--- src/rtl/conv_maxpool_stream_pkg.sv ---
// Shared pixel type and signed-max helper for the conv max-pool stream stage.
package conv_pool_pkg;
  localparam int DATA_W = 16;
  localparam int POOL_K = 3;
  localparam int POOL_S = 2;

  typedef logic signed [DATA_W-1:0] pix_t;

  function automatic pix_t smax(input pix_t a, input pix_t b);
    return (a > b) ? a : b;
  endfunction
endpackage

--- src/rtl/conv_maxpool_stream_if.sv ---
// Input/output pixel stream bundle; slave is the pooling block, master the environment.
interface conv_maxpool_stream_if;
  import conv_pool_pkg::*;
  logic in_valid;
  logic in_ready;
  pix_t in_data;
  logic out_valid;
  logic out_ready;
  pix_t out_data;
  logic out_last;
  logic frame_done;

  modport slave (
    input  in_valid, in_data, out_ready,
    output in_ready, out_valid, out_data, out_last, frame_done
  );
  modport master (
    output in_valid, in_data, out_ready,
    input  in_ready, out_valid, out_data, out_last, frame_done
  );
endinterface

--- src/rtl/conv_maxpool_rowbuf.sv ---
// One row of vertical partial maxima; combinational read, registered write.
module conv_maxpool_rowbuf
  import conv_pool_pkg::*;
#(
  parameter int DEPTH = 27,
  parameter int AW    = 5
) (
  input  logic          clk,
  input  logic [AW-1:0] rd_addr,
  output pix_t          rd_data,
  input  logic          wr_en,
  input  logic [AW-1:0] wr_addr,
  input  pix_t          wr_data
);
  pix_t mem [DEPTH];

  // Addresses past DEPTH only occur on cycles whose read result is ignored.
  assign rd_data = (int'(rd_addr) < DEPTH) ? mem[rd_addr] : '0;

  always_ff @(posedge clk) begin
    if (wr_en && (int'(wr_addr) < DEPTH)) mem[wr_addr] <= wr_data;
  end
endmodule

--- src/rtl/conv_maxpool_stream.sv ---
// 3x3 stride-2 streaming max pool over a raster pixel stream.
// Optional CONV_MAXPOOL_RELU_EN clamps negative inputs to zero before pooling.
module conv_maxpool_stream
  import conv_pool_pkg::*;
#(
  parameter int IN_H = 55,
  parameter int IN_W = 55
) (
  input  logic                  clk,
  input  logic                  rst_n,
  conv_maxpool_stream_if.slave  bus
);
  localparam int OUT_H = (IN_H - 1) / 2;
  localparam int OUT_W = (IN_W - 1) / 2;
  localparam int XW    = $clog2(IN_W);
  localparam int YW    = $clog2(IN_H);
  localparam int AW    = (OUT_W > 1) ? $clog2(OUT_W) : 1;
  localparam logic [XW-2:0] K_ONE = 1;

  logic [XW-1:0] x;
  logic [YW-1:0] y;
  pix_t          hacc, v, h, rb_q, pooled, rb_wdata;
  logic          in_fire, out_fire, col_done, emit, x_last, y_last;
  logic [AW-1:0] k;

  assign bus.in_ready = !bus.out_valid || bus.out_ready;
  assign in_fire      = bus.in_valid && bus.in_ready;
  assign out_fire     = bus.out_valid && bus.out_ready;

`ifdef CONV_MAXPOOL_RELU_EN
  assign v = bus.in_data[DATA_W-1] ? '0 : bus.in_data;
`else
  assign v = bus.in_data;
`endif

  assign x_last = (x == XW'(2 * OUT_W));
  assign y_last = (y == YW'(2 * OUT_H));

  // Even column > 0 closes window k and also opens window k+1.
  assign h        = smax(hacc, v);
  assign col_done = in_fire && (x != '0) && !x[0];
  assign k        = AW'(x[XW-1:1] - K_ONE);

  assign pooled   = smax(rb_q, h);
  assign emit     = col_done && (y != '0) && !y[0];
  assign rb_wdata = ((y != '0) && y[0]) ? pooled : h;

  conv_maxpool_rowbuf #(.DEPTH(OUT_W), .AW(AW)) u_rowbuf (
    .clk     (clk),
    .rd_addr (k),
    .rd_data (rb_q),
    .wr_en   (col_done),
    .wr_addr (k),
    .wr_data (rb_wdata)
  );

  always_ff @(posedge clk or negedge rst_n) begin
    if (!rst_n) begin
      x    <= '0;
      y    <= '0;
      hacc <= '0;
    end else if (in_fire) begin
      hacc <= x[0] ? h : v;
      if (x_last) begin
        x <= '0;
        y <= y_last ? '0 : y + YW'(1);
      end else begin
        x <= x + XW'(1);
      end
    end
  end

  always_ff @(posedge clk or negedge rst_n) begin
    if (!rst_n) begin
      bus.out_valid  <= 1'b0;
      bus.out_data   <= '0;
      bus.out_last   <= 1'b0;
      bus.frame_done <= 1'b0;
    end else begin
      bus.frame_done <= out_fire && bus.out_last;
      if (emit) begin
        bus.out_valid <= 1'b1;
        bus.out_data  <= pooled;
        bus.out_last  <= x_last && y_last;
      end else if (out_fire) begin
        bus.out_valid <= 1'b0;
        bus.out_last  <= 1'b0;
      end
    end
  end
endmodule

--- src/flat_wrapper.sv ---
// flat-port wrapper written by rule: the top's interface ports become plain ports
module conv_maxpool_stream_flat import conv_pool_pkg::*;
#(
  parameter int IN_H = 55,
  parameter int IN_W = 55
)
  (clk, rst_n, bus_in_valid, bus_in_data, bus_out_ready, bus_in_ready, bus_out_valid, bus_out_data, bus_out_last, bus_frame_done);
  conv_maxpool_stream_if bus_i ();
  input  logic clk;
  input  logic rst_n;
  input wire logic [$bits(bus_i.in_valid)-1:0] bus_in_valid;
  input wire logic [$bits(bus_i.in_data)-1:0] bus_in_data;
  input wire logic [$bits(bus_i.out_ready)-1:0] bus_out_ready;
  output wire logic [$bits(bus_i.in_ready)-1:0] bus_in_ready;
  output wire logic [$bits(bus_i.out_valid)-1:0] bus_out_valid;
  output wire logic [$bits(bus_i.out_data)-1:0] bus_out_data;
  output wire logic [$bits(bus_i.out_last)-1:0] bus_out_last;
  output wire logic [$bits(bus_i.frame_done)-1:0] bus_frame_done;
  assign bus_i.in_valid = bus_in_valid;
  assign bus_i.in_data = bus_in_data;
  assign bus_i.out_ready = bus_out_ready;
  assign bus_in_ready = bus_i.in_ready;
  assign bus_out_valid = bus_i.out_valid;
  assign bus_out_data = bus_i.out_data;
  assign bus_out_last = bus_i.out_last;
  assign bus_frame_done = bus_i.frame_done;
  conv_maxpool_stream #(.IN_H(IN_H), .IN_W(IN_W)) u_core (.clk(clk), .rst_n(rst_n), .bus(bus_i));
endmodule
--- config.mk ---
export PLATFORM = sky130hd
export DESIGN_NAME = conv_maxpool_stream_flat
export DESIGN_NICKNAME = d
export VERILOG_FILES = /design/src/rtl/conv_maxpool_stream_pkg.sv /design/src/rtl/conv_maxpool_stream_if.sv /design/src/rtl/conv_maxpool_rowbuf.sv /design/src/rtl/conv_maxpool_stream.sv /design/src/flat_wrapper.sv
export SDC_FILE = /design/constraint.sdc
export NUM_CORES = 1
export LEC_CHECK = 0
export BUFFER_PORTS_ARGS = -buffer_cell sky130_fd_sc_hd__buf_2
export CAP_MARGIN = 0
export CORE_ASPECT_RATIO = 0.5
export CORE_MARGIN = 4
export CORE_UTILIZATION = 40
export CTS_BUF_LIST = sky130_fd_sc_hd__clkbuf_16
export CTS_CLUSTER_DIAMETER = 50
export DETAILED_ROUTE_END_ITERATION = 8
export MAX_ROUTING_LAYER = met4
export PLACE_DENSITY = 0.54
export SYNTH_ARGS = -nofsm -noshare
export SYNTH_HDL_FRONTEND = slang
export SYNTH_SLANG_ARGS = --single-unit
--- constraint.sdc ---
create_clock -name clk -period 5.95 [get_ports clk]
set_input_delay 0.8925 -clock clk [delete_from_list [all_inputs] [get_ports clk]]
set_output_delay 0.8925 -clock clk [all_outputs]
set_load 0.01 [all_outputs]
# Yosys cells after proc, flatten, opt, wreduce, memory -nomap -nowiden
# Memory sizes are Yosys's and may differ from the RTL's.
# Cells that the tools add are included.
[word_totals]
ff_bits = 47
ramBits = 432
inputBits = 20
out_inout_bits = 20
n_memories = 1
[classes]
add_sub_neg = 3
n_lt_le_gt_ge = 3
n_eq_ne = 2
muxes = 12
n_reduce_logical = 18
[memory_table]
columns = ["name", "depth", "word_bits", "read_ports", "rd_clocked_by_memory_dff", "write_ports", "line", "source"]
rows = [
  ["u_core.u_rowbuf.mem", 27, 16, 1, 0, 1, "conv_maxpool_rowbuf.sv:15", "pix_t mem [DEPTH];"],
]
[op_table]
columns = ["op", "n"]
rows = [
  ["$mux W16", 5],
  ["$gt A16 B16 Y1", 2],
  ["$add A6 B1 Y6 const B", 2],
  ["$eq A6 B6 Y1 const B", 2],
  ["$mux W6", 2],
  ["$reduce_bool A6 Y1", 2],
  ["$logic_and A1 B1 Y1", 10],
  ["$lt A5 B5 Y1 const B", 1],
  ["$mux W1", 5],
  ["$sub A5 B1 Y5 const B", 1],
  ["$logic_not A1 Y1", 3],
  ["$reduce_and A2 Y1", 1],
  ["$reduce_bool A2 Y1", 1],
  ["$logic_or A1 B1 Y1", 1],
]

# Longest topological paths before layout
[depth]
depth_word = 8
mapped_depth = 24
mapped_depth_nobuf = 17

# Cells and area by module
# From an unflattened synthesis, not the netlist that was laid out.
[hier_totals]
cells_unflattened = 1245
area_unflattened_um2 = 20379.5
[modules_own_cells]
columns = ["module", "n_inst", "cells_per_inst", "area_per_inst_um2", "seq_area_each_um2"]
rows = [
  ["conv_maxpool_rowbuf", 1, 885, 16888.7, 12972.4],
  ["conv_maxpool_stream", 1, 360, 3490.8, 1176.1],
]

# Worst setup path after synthesis
# Ideal clock, no wire load.
[synth_timing]
path_type = "flip-flop to flip-flop"
startpoint = "register u_core.x[1]"
endpoint = "memory u_core.u_rowbuf.mem[0][14] (netlist name), data pin"
setup_time_ps = 357
t_arrival_ps = 6081
required_time_ps = 5593
setup_slack_ps = -489
stages_incl_launch_ff = 23
n_path_buf = 8
period_less_slack_ps = 6439
path_cell_list = "dfrtp_1 -> buf_2 -> buf_2 -> buf_4 -> buf_4 -> inv_1 -> ha_1 -> clkbuf_1 -> clkbuf_1 -> clkbuf_1 -> nor2_1 -> a21oi_1 -> o221ai_1 -> nor4_1 -> ha_1 -> nand3_1 -> nor3_1 -> nand2_1 -> o2111ai_1 -> nand2b_1 -> nor3_2 -> buf_2 -> mux2i_1"
[synth_between]
elab_chain_len = 6
elab_cells_between_ends = 7
classes_between = "add/sub: 1; order compare: 2; mux: 3; memory: 1"
[synth_lines]
columns = ["element", "line", "source"]
rows = [
  ["start: declaration", "conv_maxpool_stream.sv:20", "logic [XW-1:0] x;"],
  ["start signal: assignment", "conv_maxpool_stream.sv:68", "x <= x + XW'(1);"],
  ["$sub A5 B1 Y5 (*)", "conv_maxpool_stream.sv:42", "assign k = AW'(x[XW-1:1] - K_ONE);"],
  ["$mem_v2 Z27 W16 or $lt A5 B5 Y1 (tied branches)", "n/a", ""],
  ["$mux W16 (*)", "conv_maxpool_rowbuf.sv:18", "assign rd_data = (int'(rd_addr) < DEPTH) ? mem[rd_addr] : '0;"],
  ["$gt A16 B16 Y1", "conv_maxpool_stream_pkg.sv:10", "return (a > b) ? a : b;"],
  ["$mux W16 (*)", "conv_maxpool_stream_pkg.sv:10", ""],
  ["$mux W16 (*)", "conv_maxpool_stream.sv:46", "assign rb_wdata = ((y != '0) && y[0]) ? pooled : h;"],
  ["net u_core.rb_wdata[14]", "conv_maxpool_stream.sv:22", "pix_t hacc, v, h, rb_q, pooled, rb_wdata;"],
  ["end: declaration", "conv_maxpool_rowbuf.sv:15", ""],
]
# Mark *: on every way through the listed nets, which the timed path passes. The rest lies on a longest branch.

# Worst setup path after layout
[layout_timing]
startpoint = "register u_core.x[1]"
endpoint = "memory u_core.u_rowbuf.mem[1][2] (netlist name), data pin"
# Same word-level chain as after synthesis.

==> flow_metrics.env <==
export IMPL_outcome="completed"
export IMPL_number_of_global_route_vias_before_repair=11800
export IMPL_clock_root_buffer="clkbuf_16"
export IMPL_multi_input_comb_area_um2=5780
export IMPL_worst_ep_arrival_ps=5940
export IMPL_yosys_cell_count_top_type="edfxtp_1"
export IMPL_portBuffers=39
export IMPL_synth_edff_count=432
export IMPL_timing_final_max_slew_violations=0
export IMPL_antenna_left=0
export IMPL_biggest_area_consumer_among_synthesized_cells="edfxtp_1"
export IMPL_groute_usage_overall_pct=21.9
export IMPL_ioPinCount=40
export IMPL_synth_top_family_by_area="multiplexers"
export IMPL_post_synth_num_cell_types=67
export IMPL_detailedRoute_firstPassIterationCount=5
export IMPL_finalClockSkew_ps=17.1
export IMPL_cts_hold_fix_buffers=0
export IMPL_mappedNetlistArea_um2=20200
export IMPL_fin_crit_sh_pct=93.4
export IMPL_routed_wire_length_per_instance_um=28.9
export IMPL_rrSetupSlack_ps=390
export IMPL_synth_cells_most_frequent="edfxtp_1 (432), mux4_2 (96), nor2_1 (67)"
export IMPL_rr_worst_depth=18
export IMPL_routedLengthMet1_mm=27.0
export IMPL_required_ps=6330
export IMPL_top_layer="met4"
export IMPL_dieArea_um2=54300
export IMPL_clock_sinks=479
export IMPL_timing_hold_worst_class="in -> async"
export IMPL_dr_first_iter_drc_count=1329
export IMPL_met3_routed_wl_mm=4.81
export IMPL_timing_final_crit_period_ps=5560
export IMPL_synth_area_per_cell_um2=17.3
export IMPL_ys_top_cells_by_area="edfxtp_1 (64%), mux4_2 (11%), dfrtp_1 (5.8%)"
export IMPL_htreeDepth=2
export IMPL_clk_insertion_delay_late_ps=570
export IMPL_post_route_cells_drive_above_1_share_pct=27.8
export IMPL_floorplan_die_height_um=167
export IMPL_core_area_um2=49100
export IMPL_clock_fmax_mhz=180
export IMPL_post_synthesis_share_of_cell_area_spent_on_xor_and_xnor_gates_pct=0.261
export IMPL_synthesized_area_fraction_occupied_by_ao_oa_aoi_and_oai_cells_pct=5.09
export IMPL_setup_worst_path_end="u_core.u_rowbuf.mem[1][2]"
export IMPL_met2RoutedLength_mm=25.2
export IMPL_relSlewSlack_pct=17.1
export IMPL_worst_slew_pin_transition_ps=1230
export IMPL_critical_path_type="reg -> reg"
export IMPL_timing_rr_start="u_core.x[1]"
export IMPL_worst_setup_sp="u_core.x[1]"
export IMPL_yosysSeqAreaShare_pct=70.2
export IMPL_number_of_synthesized_register_bits=479
export IMPL_place_detailed_hpwl_mm=37.7
export IMPL_start_kind="flop"
export IMPL_global_route_wire_length_before_repair_mm=83.4
export IMPL_die_width_um=326
export IMPL_routed_via_count=12000
export IMPL_utilization_pct=48.4
export IMPL_share_of_cell_area_taken_by_muxes_after_synthesis_pct=14.5
export IMPL_place_gp_congestion=0.822
export IMPL_finalWirelength_mm=58.0
export IMPL_post_cts_setup_buffer_count=0
export IMPL_clk_transition_reported_paths_ps=70
export IMPL_endpoint_kind="flop"
export IMPL_syn_to_final_growth_pct=17.9
export IMPL_start_util_pct=41.0
export IMPL_fillerInstances=4127
export IMPL_worst_path_max_fanout=16
export IMPL_detail_route_vias_per_cell=5.96
export IMPL_initial_antenna_violation_count=2
export IMPL_gr_total_overflow=0
export IMPL_drc=0
export IMPL_synth_simple_gate_area_share_pct=5.24
export IMPL_synth_warnings=0
export IMPL_tritoncts_clock_tree="yes"
export IMPL_nets=1386
export IMPL_layout_area_seq_um2=14200
export IMPL_synth_largest_type_area_fraction_pct=64.3
export IMPL_cts_max_path_buffers=3
export IMPL_synthArstFlopShare_pct=9.81
export IMPL_post_synth_fa_ha_maj_area_fraction_pct=2.61
export IMPL_floorplan_rows=57
export IMPL_tritoncts_num_buffers=46
export IMPL_drv_cap=0
export IMPL_timing_final_hold_violations=0
export IMPL_timing_rr_end="u_core.u_rowbuf.mem[1][2]"
export IMPL_grt_max_degree=55
export IMPL_predominant_post_synthesis_flop_cell="edfxtp_1"
export IMPL_finalSetupViolCount=0
export IMPL_post_cts_resized=0
export IMPL_grt_setup_unrepaired="no"
export IMPL_syn_instance_count=1166
export IMPL_postSynthNetCount=1228
export IMPL_whs_ps=429
worst min-delay path by stage:
stage | from | to | slack, ps | depth (start not counted)
6_report | rst_n | u_core.x[2] | 430 | 2
5_1_grt | rst_n | u_core.x[2] | 480 | 2
4_1_cts | rst_n | u_core.x[2] | 460 | 2
3_5_place_dp | u_core.bus.out_data[14] | u_core.bus.out_data[14] | 510 | 2
3_3_place_gp | u_core.bus.out_data[14] | u_core.bus.out_data[14] | 490 | 2
2_1_floorplan | u_core.y[5] | u_core.y[5] | 470 | 1
per-layer routing:
metal / vias to the layer above / global-route usage [%]
met3: 86 / 3.96
met4: 0 / 4.30
met2: 492 / 31.2
met1: 6410 / 33.1
met5: - / -
li1: 4993 / -
cell families (layout without fill, tap and decap cells):
| logic type | Yosys count | count (layout) |
|---|---|---|
| fa+ha+maj | 42 | 42 |
| flops | 479 | 479 |
| mux | 166 | 166 |
| compound gates | 159 | 159 |
| other cells | 0 | 1 |
| xor+xnor | 6 | 6 |
| simple gates | 218 | 218 |
| buf+inv | 96 | 291 |
area by class of cell:
| cell class | instances | area share (%) |
|---|---|---|
| Multi-Input combinational cell | 591 | 24.3 |
| Inverter | 44 | 0.695 |
| Tap cell | 649 | 3.42 |
| Timing Repair Buffer | 162 | 5.86 |
| Clock buffer | 46 | 4.84 |
| Antenna cell | 1 | 0.0105 |
| Clock inverter | 39 | 1.33 |
| Sequential cell | 479 | 59.5 |
worst max-delay path: stages (launching register included):
cell and delay [ps]:
dfrtp_4 580, inv_1 250, ha_4 260, nor2b_1 310, or2_2 550, nand2_1 90
and3_1 210, nor4_1 930, ha_1 240, nand2_1 60, nor3_1 250, nand2_1 110
o2111ai_1 260, nand2b_1 170, nor3_4 210, buf_4 150, buf_4 100, mux2i_2 300
buf_4 290
state kept, by name, summed over array words and instances (netlist names):
signal,flops
u_core.bus.frame_done,1
u_core.bus.out_data,16
u_core.bus.out_last,1
u_core.bus.out_valid,1
u_core.hacc,16
u_core.u_rowbuf.mem,432
u_core.x,6
u_core.y,6
cells in the final DEF, fill, tap and decap left out, types with 22 or more instances in the layout:
cell,netlist,routed
o21ai_0,40,40
dfrtp_1,47,46
nor2_1,67,67
buf_2,15,39
edfxtp_1,432,432
nand2_1,62,62
mux4_2,96,96
mux2i_1,47,32
inv_1,44,49
clkbuf_16,0,46
buf_4,4,101
a21oi_1,36,35
ha_1,42,41
buf_12,0,22
per-stage QoR:
step           setup WS [ps]  setup TNS (ps)  cells  area, µm²
6_report                 390               0   2011      23800
2_1_floorplan          -73.6           -9930   1166      20300
3_3_place_gp             462               0   1925      22300
3_5_place_dp             359               0   1925      22300
4_1_cts                  578               0   2010      23800
5_1_grt                  191               0   2011      23800
Power is not shown: default switching activity piles up to over one toggle a cycle in this logic, so the estimate is an artifact.
